**src/rtl/alu_arbiter.sv**
```systemverilog
// alu_arbiter: round-robin sharing of one combinational ALU between two valid/ready ports.
// Optional statistics counters are built when ALU_ARB_STATS_EN is defined.
module alu_arbiter #(
  parameter int W    = 32,
  parameter int SELW = 4
) (
  input  logic            i_clk,
  input  logic            i_rst,
  input  logic [1:0]      i_req_valid,
  output logic [1:0]      o_req_ready,
  input  logic [SELW-1:0] i_req_sel0,
  input  logic [SELW-1:0] i_req_sel1,
  input  logic [W-1:0]    i_req_a0,
  input  logic [W-1:0]    i_req_b0,
  input  logic [W-1:0]    i_req_a1,
  input  logic [W-1:0]    i_req_b1,
  output logic [1:0]      o_rsp_valid,
  input  logic [1:0]      i_rsp_ready,
  output logic [W-1:0]    o_rsp_result0,
  output logic [W-1:0]    o_rsp_result1,
  output logic            o_rsp_zero0,
  output logic            o_rsp_zero1,
  output logic [SELW-1:0] o_alu_sel,
  output logic [W-1:0]    o_alu_a,
  output logic [W-1:0]    o_alu_b,
  input  logic [W-1:0]    i_alu_result,
  input  logic            i_alu_zero,
  output logic [31:0]     o_cnt_grant0,
  output logic [31:0]     o_cnt_grant1,
  output logic [31:0]     o_cnt_conflict
);
  logic [1:0]   r_rsp_valid;
  logic [W-1:0] r_res0, r_res1;
  logic         r_zero0, r_zero1;
  logic         r_last;
  logic [1:0]   w_elig, w_gnt;

  // a full slot stays eligible when it drains in the same cycle
  always_comb begin
    w_elig      = i_req_valid & (~r_rsp_valid | i_rsp_ready) & {2{~i_rst}};
    w_gnt       = (&w_elig) ? (r_last ? 2'b01 : 2'b10) : w_elig;
    o_req_ready = w_gnt;
    o_alu_sel   = w_gnt[0] ? i_req_sel0 : w_gnt[1] ? i_req_sel1 : '0;
    o_alu_a     = w_gnt[0] ? i_req_a0   : w_gnt[1] ? i_req_a1   : '0;
    o_alu_b     = w_gnt[0] ? i_req_b0   : w_gnt[1] ? i_req_b1   : '0;
  end

  always_ff @(posedge i_clk or posedge i_rst) begin
    if (i_rst) begin
      r_rsp_valid <= '0;
      r_res0      <= '0;
      r_res1      <= '0;
      r_zero0     <= 1'b0;
      r_zero1     <= 1'b0;
      r_last      <= 1'b1;
    end else begin
      if (|w_gnt) r_last <= w_gnt[1];
      if (w_gnt[0]) begin
        r_rsp_valid[0] <= 1'b1;
        r_res0         <= i_alu_result;
        r_zero0        <= i_alu_zero;
      end else if (i_rsp_ready[0]) r_rsp_valid[0] <= 1'b0;
      if (w_gnt[1]) begin
        r_rsp_valid[1] <= 1'b1;
        r_res1         <= i_alu_result;
        r_zero1        <= i_alu_zero;
      end else if (i_rsp_ready[1]) r_rsp_valid[1] <= 1'b0;
    end
  end

  assign o_rsp_valid   = r_rsp_valid;
  assign o_rsp_result0 = r_res0;
  assign o_rsp_result1 = r_res1;
  assign o_rsp_zero0   = r_zero0;
  assign o_rsp_zero1   = r_zero1;

`ifdef ALU_ARB_STATS_EN
  logic [31:0] r_cnt_g0, r_cnt_g1, r_cnt_c;
  always_ff @(posedge i_clk or posedge i_rst) begin
    if (i_rst) begin
      r_cnt_g0 <= '0;
      r_cnt_g1 <= '0;
      r_cnt_c  <= '0;
    end else begin
      r_cnt_g0 <= r_cnt_g0 + 32'(w_gnt[0]);
      r_cnt_g1 <= r_cnt_g1 + 32'(w_gnt[1]);
      r_cnt_c  <= r_cnt_c + 32'(&w_elig);
    end
  end
  assign o_cnt_grant0   = r_cnt_g0;
  assign o_cnt_grant1   = r_cnt_g1;
  assign o_cnt_conflict = r_cnt_c;
`else
  assign o_cnt_grant0   = '0;
  assign o_cnt_grant1   = '0;
  assign o_cnt_conflict = '0;
`endif
endmodule

```
**config.mk**
```make
export PLATFORM = sky130hd
export DESIGN_NAME = alu_arbiter
export DESIGN_NICKNAME = d
export VERILOG_FILES = /design/src/rtl/alu_arbiter.sv
export SDC_FILE = /design/constraint.sdc
export NUM_CORES = 1
export LEC_CHECK = 0
export ABC_AREA = 1
export CORE_AREA = 2 2 159 161
export CTS_BUF_LIST = sky130_fd_sc_hd__clkbuf_2 sky130_fd_sc_hd__clkbuf_4 sky130_fd_sc_hd__clkbuf_8
export CTS_CLUSTER_DIAMETER = 150
export DETAILED_ROUTE_END_ITERATION = 8
export DIE_AREA = 0 0 161 163
export DONT_BUFFER_PORTS = 1
export SLEW_MARGIN = 20
export SYNTH_ARGS = -nofsm -noshare
export SYNTH_HDL_FRONTEND = slang
export SYNTH_SLANG_ARGS = --single-unit
```
**constraint.sdc**
```tcl
create_clock -name i_clk -period 4.3 [get_ports i_clk]
set_input_delay 0.645 -clock i_clk [delete_from_list [all_inputs] [get_ports i_clk]]
set_output_delay 0.645 -clock i_clk [all_outputs]
set_load 0.03 [all_outputs]
```
==> metrics.csv <==
metric;value;unit
hold buffer count at cts;0;
H-tree levels;3;
DIE AREA;26240;um^2
final setup fails;0;
CTS tree;built;
clock latency on the worst-skew pair;370;ps
clock sinks;69;
layout cells sized above 1;5.939;%
RSZ-0062 raised after global routing;no;
Initial Util;18.72;%
P&R area growth vs syn;4.064;%
antenna violations before repair;1;
Clock Tree Root;clkbuf_8;
critical path arrival;2500;ps
Fmax;317.9;MHz
nets;793;
Post-Syn Area per Cell;7.160;um^2
Synth Warn #;0;
global-route wire length before repair;20.76;mm
most common cell after layout, fill and taps aside;nand2_1;
DP HPWL;11.18;mm
largest cells by area after synthesis;dfrtp_1, nand3_1, buf_4, nand2_1, buf_2;
Core Rows;58;
Syn Inst Count;645;
setup bufs post-CTS;0;
Slew @ Worst Pin;939.7;ps
vias per cell;4.215;
Static Leak;0.002578;uW
share of the synthesized area in the top cell type;36.85;%
pwr/cell area;500.3;nW/um^2
CP Data Required Time;3650;ps
Antenna Cells;0;
gr ovfl total;0;
crit end category;output pin;
Residual DRC;0;
antenna-violating nets left;0;
status;complete, no violations;
final setup TNS;0;ps
total chip power;2405;uW
via count;4017;
Die Y;163;um
WS Path Type;reg -> out;
fin crit period;3146;ps
core area;24670;um^2
post-route setup slack;1154;ps
register area share after synthesis;37.42;%
placed inst area;4536;um^2
total track usage;10.49;%
maximum clock path buffer count;2;
max_cap viols;0;
design area;4806;um^2
Max-Slew Margin vs Limit;37.35;%
port bufs;0;
Distinct cells, synth;15;
Slew Limit Fails;0;
GPL Wtd Cong;0.8450;
Die W;161;um
# resized after CTS;0;
# IOs;409;
most frequent cells in the layout;nand2_1, nand3_1, conb_1;
CTS buffer count;9;
Clock Pin Slew Worst Setup and Hold Paths;80;ps
CP startpoint kind;register;
Initial DRC Count;335;
mapped cell area;4618;um^2
post-DR wirelength/cell;15.66;um
cell taking the most area after synthesis;dfrtp_1;
period utilisation layout;73.16;%
Final Hold Vio Count;0;
pin count of the biggest net entering global routing;87;
Hold Crit Class;in -> async;
peak supply drop;0.1679;mV
Yosys reg bits;69;
total wire length;14.92;mm
dpl ws;1301;ps
vias in the first global route;3395;
Finished Layout Cells;953;
Placed Instances;937;
worst-path fanout max;80;
skew final;13.37;ps
Pre-antenna DRT Iters;5;
state kept, by name, summed over array words and instances, names as in the netlist:
name / flops
o_rsp_result0: 32
o_rsp_result1: 32
o_rsp_valid: 2
o_rsp_zero0: 1
o_rsp_zero1: 1
r_last: 1
worst paths after layout:
kind	depth (start not counted)	endpoint	slack, ps	start
max	4	o_alu_sel[0]	1150	o_rsp_valid[1]
min	1	o_rsp_result1[11]	50	i_rst
max reg2reg	6	o_rsp_result1[25]	1960	o_rsp_valid[0]
min reg2reg	2	r_last	610	r_last
max in group asynchronous	2	o_rsp_result1[22]	3500	i_rst
min in group i_clk	2	o_rsp_result0[1]	410	i_alu_result[1]
per-layer routing:
layer  up-vias  wire length [um]  track usage [%]
met4         2               326            4.261
met2       258              7198            17.03
met5         -                16                0
met3        20              1634            4.125
li1       1847                 -                -
met1      1890              5747            12.41
worst max-delay path, cell delays in order, from the launching register on:
cell	delay, ps
dfrtp_1	520
nand2_1	210
nand3_4	630
nand3_1	410
nand2_1	290
through the flow:
stage / hold slack (ps) / utilization, %
after CTS: 8.989 / 19.48
after global routing: 16.73 / 19.48
after global placement: 424.9 / 18.38
after floorplan: 481.1 / -
after detailed placement: 426.8 / 18.38
final: 45.96 / 19.48
cells by family (layout without fill, tap and decap cells):
logic type	count (synthesis)	in the layout	synth area share (%)
other	1	96	0.08120
AND/OR/NAND/NOR	418	418	39.93
flip-flops	69	69	37.42
AO/OA/AOI/OAI	1	1	0.1083
buffers and inverters	156	39	22.46
power breakdown:
part           internal (uW)  total (uW)  switching [uW]
Clock                    448         727             280
Combinational            105         548             442
Sequential               773        1130             356
Yosys cell counts (all sizes together):
| master | count |
|---|---|
| o21ai | 1 |
| dfstp | 1 |
| nor2 | 6 |
| dfrtp | 68 |
| inv | 10 |
| nand2 | 208 |
| buf | 143 |
| conb | 1 |
| clkbuf | 3 |
| nand3 | 204 |
cell type report:
class                   instances  area [um^2]
flip-flops and latches         69         1728
well taps                     330        412.9
clock buffers                   9        123.9
multi-input cells             515         2235
inverters                      10        37.54
repair buffers                 13        122.6
fillers                      2848        19870
clock inverters                 7        146.4
Note: power is estimated with default switching activity, not from simulation.
